<file path="src/rtl/fetch_unit_pkg.sv">
// Shared types and constants for the instruction fetch unit.
package fetch_unit_pkg;

    localparam int unsigned PC_W     = 32;
    localparam logic [31:0] NOP_INSN = 32'h0;

    typedef enum logic [1:0] {
        StFill = 2'd0,
        StRun  = 2'd1,
        StHold = 2'd2
    } fetch_state_e;

endpackage

</file>
<file path="src/rtl/insn_hold_reg.sv">
// 32-bit enable register that clears to NOP_INSN; parks an instruction across a stall.
module insn_hold_reg
    import fetch_unit_pkg::*;
(
    input  logic        clk,
    input  logic        clr_n,
    input  logic        i_en,
    input  logic [31:0] i_d,
    output logic [31:0] o_q
);

    logic [31:0] r_q;

    always_ff @(posedge clk or negedge clr_n) begin
        if (!clr_n) begin
            r_q <= NOP_INSN;
        end else if (i_en) begin
            r_q <= i_d;
        end
    end

    assign o_q = r_q;

endmodule

</file>
<file path="src/rtl/fetch_unit.sv">
// PC generation and F/D latch driver for a synchronous instruction ROM with one-cycle latency.
module fetch_unit
    import fetch_unit_pkg::*;
#(
    parameter int unsigned     IMEM_AW  = 12,
    parameter logic [PC_W-1:0] RESET_PC = '0
) (
    input  logic               clk,
    input  logic               clr_n,
    input  logic               stall,
    input  logic               redirect,
    input  logic [PC_W-1:0]    redirect_pc,
    output logic [IMEM_AW-1:0] imem_addr,
    input  logic [31:0]        imem_rdata,
    output logic [PC_W-1:0]    fd_pc,
    output logic [31:0]        fd_insn,
    output logic               fd_we,
    output logic               fd_flush
);

    fetch_state_e    r_state, w_state_d;
    logic [PC_W-1:0] r_pc_req, w_pc_req_d;
    logic [PC_W-1:0] r_pc_resp, w_pc_resp_d;
    logic [31:0]     w_hold_insn;
    logic            w_hold_en;

    always_ff @(posedge clk or negedge clr_n) begin
        if (!clr_n) begin
            r_state   <= StFill;
            r_pc_req  <= RESET_PC;
            r_pc_resp <= RESET_PC;
        end else begin
            r_state   <= w_state_d;
            r_pc_req  <= w_pc_req_d;
            r_pc_resp <= w_pc_resp_d;
        end
    end

    insn_hold_reg u_hold (
        .clk   (clk),
        .clr_n (clr_n),
        .i_en  (w_hold_en),
        .i_d   (imem_rdata),
        .o_q   (w_hold_insn)
    );

    // Redirect bypasses pc_req so the target is fetched in the flush cycle itself.
    assign imem_addr = redirect ? redirect_pc[IMEM_AW-1:0] : r_pc_req[IMEM_AW-1:0];
    assign fd_pc     = r_pc_resp;

    always_comb begin
        unique case (r_state)
            StRun:   fd_insn = imem_rdata;
            StHold:  fd_insn = w_hold_insn;
            default: fd_insn = NOP_INSN;
        endcase
    end

    always_comb begin
        w_state_d   = r_state;
        w_pc_req_d  = r_pc_req;
        w_pc_resp_d = r_pc_resp;
        w_hold_en   = 1'b0;
        fd_we       = 1'b0;
        fd_flush    = 1'b0;

        if (redirect) begin
            fd_flush    = 1'b1;
            w_pc_resp_d = redirect_pc;
            w_pc_req_d  = redirect_pc + PC_W'(1);
            w_state_d   = StRun;
        end else begin
            unique case (r_state)
                StFill: begin
                    if (!stall) begin
                        w_pc_resp_d = r_pc_req;
                        w_pc_req_d  = r_pc_req + PC_W'(1);
                        w_state_d   = StRun;
                    end
                end
                StRun: begin
                    if (!stall) begin
                        fd_we       = 1'b1;
                        w_pc_resp_d = r_pc_req;
                        w_pc_req_d  = r_pc_req + PC_W'(1);
                    end else begin
                        w_hold_en = 1'b1;
                        w_state_d = StHold;
                    end
                end
                StHold: begin
                    // ROM output is stale here; pc_req is on imem_addr again, so RUN sees its data.
                    if (!stall) begin
                        fd_we       = 1'b1;
                        w_pc_resp_d = r_pc_req;
                        w_pc_req_d  = r_pc_req + PC_W'(1);
                        w_state_d   = StRun;
                    end
                end
                default: begin
                    w_state_d = StFill;
                end
            endcase
        end
    end

endmodule

</file>
<file path="config.mk">
export PLATFORM = sky130hd
export DESIGN_NAME = fetch_unit
export DESIGN_NICKNAME = d
export VERILOG_FILES = /design/src/rtl/fetch_unit_pkg.sv /design/src/rtl/insn_hold_reg.sv /design/src/rtl/fetch_unit.sv
export SDC_FILE = /design/constraint.sdc
export NUM_CORES = 1
export LEC_CHECK = 0
export CAP_MARGIN = 5
export CELL_PAD_IN_SITES_DETAIL_PLACEMENT = 0
export CELL_PAD_IN_SITES_GLOBAL_PLACEMENT = 1
export CORE_ASPECT_RATIO = 0.6
export CORE_MARGIN = 4
export CORE_UTILIZATION = 30
export CTS_BUF_LIST = sky130_fd_sc_hd__clkbuf_4 sky130_fd_sc_hd__clkbuf_8
export CTS_CLUSTER_SIZE = 24
export DETAILED_ROUTE_END_ITERATION = 8
export PLACE_DENSITY_LB_ADDON = 0.1
export SLEW_MARGIN = 40
export SYNTH_ARGS = -nofsm -noshare
export SYNTH_HDL_FRONTEND = slang
export SYNTH_HIERARCHICAL = 1
export SYNTH_SLANG_ARGS = --single-unit
</file>
<file path="constraint.sdc">
create_clock -name clk -period 2 [get_ports clk]
set_input_delay 0.3 -clock clk [delete_from_list [all_inputs] [get_ports clk]]
set_output_delay 0.3 -clock clk [all_outputs]
set_load 0.005 [all_outputs]
</file>
# Word level (Yosys, flattened, before mapping)
# Index checks and enable logic that the tools add are counted.
[classes]
n_eq_ne = 5
n_div = 0
n_mul = 0
n_mux = 19
addsub = 2
reduce_logical = 7
n_lt_le_gt_ge = 0
bitwise = 0
shifts = 0
[ops]
columns = ["op", "n"]
rows = [
  ["$mux 32", 6],
  ["$add 32x1->32 const B", 2],
  ["$pmux 32 s2", 1],
  ["$mux 12", 1],
  ["$mux 1", 7],
  ["$mux 2", 3],
  ["$pmux 2 s2", 1],
  ["$reduce_and 2->1", 2],
  ["$reduce_or 2->1", 2],
  ["$ne 3x2->1 const B", 1],
  ["$ne 3x3->1 const B", 1],
  ["$reduce_or 3->1", 1],
  ["$eq 2x1->1 const B", 1],
  ["$eq 2x2->1 const B", 1],
  ["$logic_not 2->1", 1],
  ["$ne 2x1->1 const B", 1],
  ["$reduce_bool 2->1", 1],
]
[word_totals]
mem_bits_rw = 0
latchBits = 0
output_inout_bits = 78
ff_bits = 98
memories = 0
wordCells = 37
in_bits = 68
rom_bits = 0

# Depth between registers and ports, before layout
[logic_depth]
word_depth = 4
ltp_mapped = 15
depth_no_buf = 9

# Hierarchy
# Netlist, hierarchy kept.
[modules_own_cells]
columns = ["module", "area_per_inst_um2", "n_inst", "seq_area_each_um2", "cells_per_inst"]
rows = [
  ["fetch_unit", 4733.3, 1, 1651.6, 545],
  ["insn_hold_reg", 1345.0, 1, 800.8, 68],
]

# Worst setup path before layout
# OpenSTA, ideal clock, no wires.
[synth_timing]
path_type = "input to register"
start = "in redirect"
end = "reg r_pc_req[24]"
arrival_ns = 2.649
t_required_ns = 1.869
n_path_buf = 6
setup_time_ns = 0.131
stages = 15
setup_slack_ns = -0.779
cell_sequence = "buf_4 -> buf_4 -> buf_2 -> buf_4 -> clkbuf_1 -> nand2_1 -> nand2_1 -> ha_1 -> inv_1 -> nor3_1 -> o21a_1 -> buf_2 -> nand4_1 -> xor2_1 -> mux2i_1"
[synth_via]
elab_chain_len = 2
word_cells_on_any_way = 4
cone_classes = "eq/ne (1); mux (1); reduce/logical (2)"
[synth_lines]
columns = ["item", "line", "source"]
rows = [
  ["start, declared", "fetch_unit.sv:11", "input logic redirect,"],
  ["$ne 2x1->1 (no line) / $reduce_bool 2->1 (equally long branches)", "--", ""],
  ["$reduce_and 2->1 (no line)", "--", ""],
  ["end signal, assigned", "fetch_unit.sv:34", "r_pc_req <= w_pc_req_d;"],
  ["end, declared", "fetch_unit.sv:22", "logic [PC_W-1:0] r_pc_req, w_pc_req_d;"],
]
# Parallel ways exist; a longest one is shown, timed or not.
# A chain may end at the register's enable or synchronous reset.

# Final worst setup path
[layout_timing]
start = "reg r_state[0]"
end = "out fd_insn[24]"
[layout_via]
elab_chain_len = 2
word_cells_on_any_way = 3
cone_classes = "eq/ne (2); mux (1)"
[layout_lines]
columns = ["item", "line", "source"]
rows = [
  ["start, declared", "fetch_unit.sv:21", "fetch_state_e r_state, w_state_d;"],
  ["start signal, assigned", "fetch_unit.sv:29", "r_state <= StFill;"],
  ["start signal, assigned", "fetch_unit.sv:33", "r_state <= w_state_d;"],
  ["$eq 2x2->1 / $eq 2x1->1 (equally long branches)", "fetch_unit.sv:52", "unique case (r_state)"],
  ["$pmux 32 s2 *", "fetch_unit.sv:52", ""],
  ["end, declared", "fetch_unit.sv:16", "output logic [31:0] fd_insn,"],
]
# Every way passes the cells marked *; elsewhere a longest branch is shown, timed or not.

==> qor.csv <==
metric,value,unit
synth-seq-cells,98,
synth_nets,686,
first_pass_iters,5,
die_area,22700,µm²
syn_area,6080,µm²
cp.depth,7,
failed_checks,negative setup slack,
maxClockFrequency,0.475,GHz
synth_edf_count,0,
postSynthAreaPerCell,9.92,µm²
numCtsBuffers,9,
totalWireLength,21.9,mm
fill_cells,1806,
p_per_area,728,nW/µm²
crit_required,1.70,ns
period_share,105,%
power,7.49,mW
drv_cap,0,
gr-total-overflow,0,
slew_violations,0,
grt_pass1_vias,5947,
die_x,192,µm
cp_max_fo,8,
clock_latency,0.38,ns
synth-main-ff-cell,dfrtp_1,
setup_violations,47,
slew_headroom,60.5,%
status,"finished, violations left",
critPathBufInv,5,
clkTransAtPathRegs,0.10,ns
rsz0062_at_grt,true,
htreeDepth,3,
clock_sinks,98,
yosysTopAreaCellShare,40.3,%
coreArea,20000,µm²
finClkSkew,0.0116,ns
cts_max_path_buffers,2,
io_buffers,145,
synth_top_cell_by_area,dfrtp_1,
n_antenna_cell,0,
worst_path_largest_cell_delay,0.42,ns
setup_tns,-3.14,ns
grt_max_degree,45,
peakVddDrop,0.306,mV
viasPerCell,4.84,
synth_area_leaders,"dfrtp_1 (40%), mux2_4 (7.4%), mux2i_1 (7.4%), xnor2_1 (5.0%), a22oi_1 (4.7%)",
detail-route-antenna-nets,0,
tritoncts,built,
hold_path.class,input port to register,
drc_errors,0,
hpwlAfterDp,14.4,mm
finalCriticalPeriod,2.10,ns
endpoint_kind,primary output,
final_area,10300,µm²
holdPathStages,3,
wl_per_cell,18.6,µm
layout_setup_ws,-0.105,ns
place_congestion,0.824,
synthArstFlopShare,100,%
row_count,40,
critPathKind,register to primary output,
synthCells,613,
area_growth,69.3,%
hold_viol,0,
crit_path_cell_trace,inv_2 -> buf_6 -> ha_4 -> buf_12 -> buf_16 -> nor2b_1 -> buf_2,
grt_pass1_wl,33.9,mm
startpoint_type,register,
leakage,4.60,nW
place_area,8720,µm²
layout.nets,974,
drive_above_1_share,42.4,%
first_iter_violations,244,
antenna_found_initial,0,
vias,5711,
cp_top_family,buffers and inverters,
yosysSeqAreaShare,40.3,%
r2r_cells,9,
cp.arrival,1.80,ns
cts-root-buf,clkbuf_8,
synth.distinct_cells,47,
die_h,118,µm
grt_usage,18.9,%
hold_slack,0.235,ns
yosys_warnings,6,
num_io_pins,146,
worstMarginPinSlew,0.592,ns
post-route-util,51.5,%
start_util,30.4,%
crit_path_top_delay_cell,dfrtp_1,
-- tightest hold or removal path: stages --
cell and delay (ns):
dlymetal6s2s_1 0.15, nand2_1 0.06, o21ai_0 0.06
-- cells in the final DEF, fill, tap and decap left out, drive strengths merged, types with 10 or more instances in the layout --
master,n
xor2,15
nand2,58
xnor2,35
mux2,34
mux2i,45
o21ai,28
nor2,32
nand3b,14
nor2b,33
a21oi,19
nor3,16
nand4,10
clkdlybuf4s50,94
dlymetal6s2s,10
buf,215
nand3,30
dfrtp,98
inv,12
clkbuf,14
a22oi,38
-- layer usage --
layer	routed length, µm	up-vias	track usage (%)	share of wire (%)
met3	1170	14	4.46	5.4
met1	11400	2805	29.8	52
li1	-	2740	-	-
met2	9160	152	26.0	42
met4	168	0	3.32	0.77
met5	0	-	0	0
-- worst paths after layout --
path | start | endpoint | slack, ns
min | redirect_pc[12] | fd_pc[12] | 0.23
min reg2reg | fd_pc[0] | fd_pc[0] | 0.52
min in group asynchronous | clr_n | u_hold/o_q[2] | 0.37
max in group asynchronous | clr_n | r_pc_req[19] | 1.00
max reg2reg | r_state[0] | r_pc_req[23] | -0.08
max | r_state[0] | fd_insn[24] | -0.10
-- per-stage QoR --
stage,std cells,setup WS (ns)
after global routing,1179,-0.194
after CTS,1156,-0.197
final,1179,-0.105
after detailed placement,1104,-0.489
after floorplan,613,-0.171
after global placement,1104,-0.464
-- state kept, by name, summed over array words and instances (netlist names) --
name	count
r_pc_req	32
r_state	2
u_hold/o_q	32
fd_pc	32
-- area by class of cell --
cell class | count | area (µm²) | area share (%)
inverter | 12 | 57.6 | 0.559
sequential | 98 | 2460 | 23.9
clock buffer | 10 | 138 | 1.34
tap | 273 | 342 | 3.32
clock inverter | 6 | 80.1 | 0.778
timing repair buffer | 329 | 3230 | 31.4
multi-input combinational | 451 | 3990 | 38.7
-- synthesized netlist by cell type (5+ instances only) --
master	instances
dfrtp_1	98
nand2_1	58
mux2i_1	45
a22oi_1	38
xnor2_1	35
nor2b_1	33
nor2_1	32
mux2_4	30
nand3_1	29
o21ai_0	28
clkbuf_1	19
buf_4	18
a21oi_1	17
nor3_1	16
xor2_1	15
inv_1	12
nand3b_1	12
nand4_1	10
buf_2	6
buf_1	5
ha_1	5
-- cells by family (layout without fill, tap and decap cells) --
group                    after synthesis  in the layout  share of synthesized area (%)
buffers and inverters                 64            357                           6.11
multiplexers                          79             79                           15.6
AO/OA/AOI/OAI                        105            105                           11.5
XOR/XNOR                              50             50                           7.20
flip-flops                            98             98                           40.3
adder cells (fa/ha/maj)                5              5                           1.03
AND/OR/NAND/NOR                      212            212                           18.3
-- what timing repair did --
action | CTS | global route
gates cloned | 8 | 5
setup endpoints to repair | 42 | 91
hold endpoints to repair | 25 | 0
buffers inserted | 28 | 21
hold buffers | 1 | 0
pin swaps | 25 | 44
gates resized for setup | 232 | 86
-- power by group --
| group | switching [mW] | leakage [nW] | internal [mW] |
|---|---|---|---|
| Combinational | 1.31 | 3.33 | 1.99 |
| Clock | 0.746 | 0.116 | 0.731 |
| Sequential | 0.335 | 1.15 | 2.38 |
| Total | 2.39 | 4.60 | 5.10 |
Note: power is estimated with default switching activity, not from simulation.
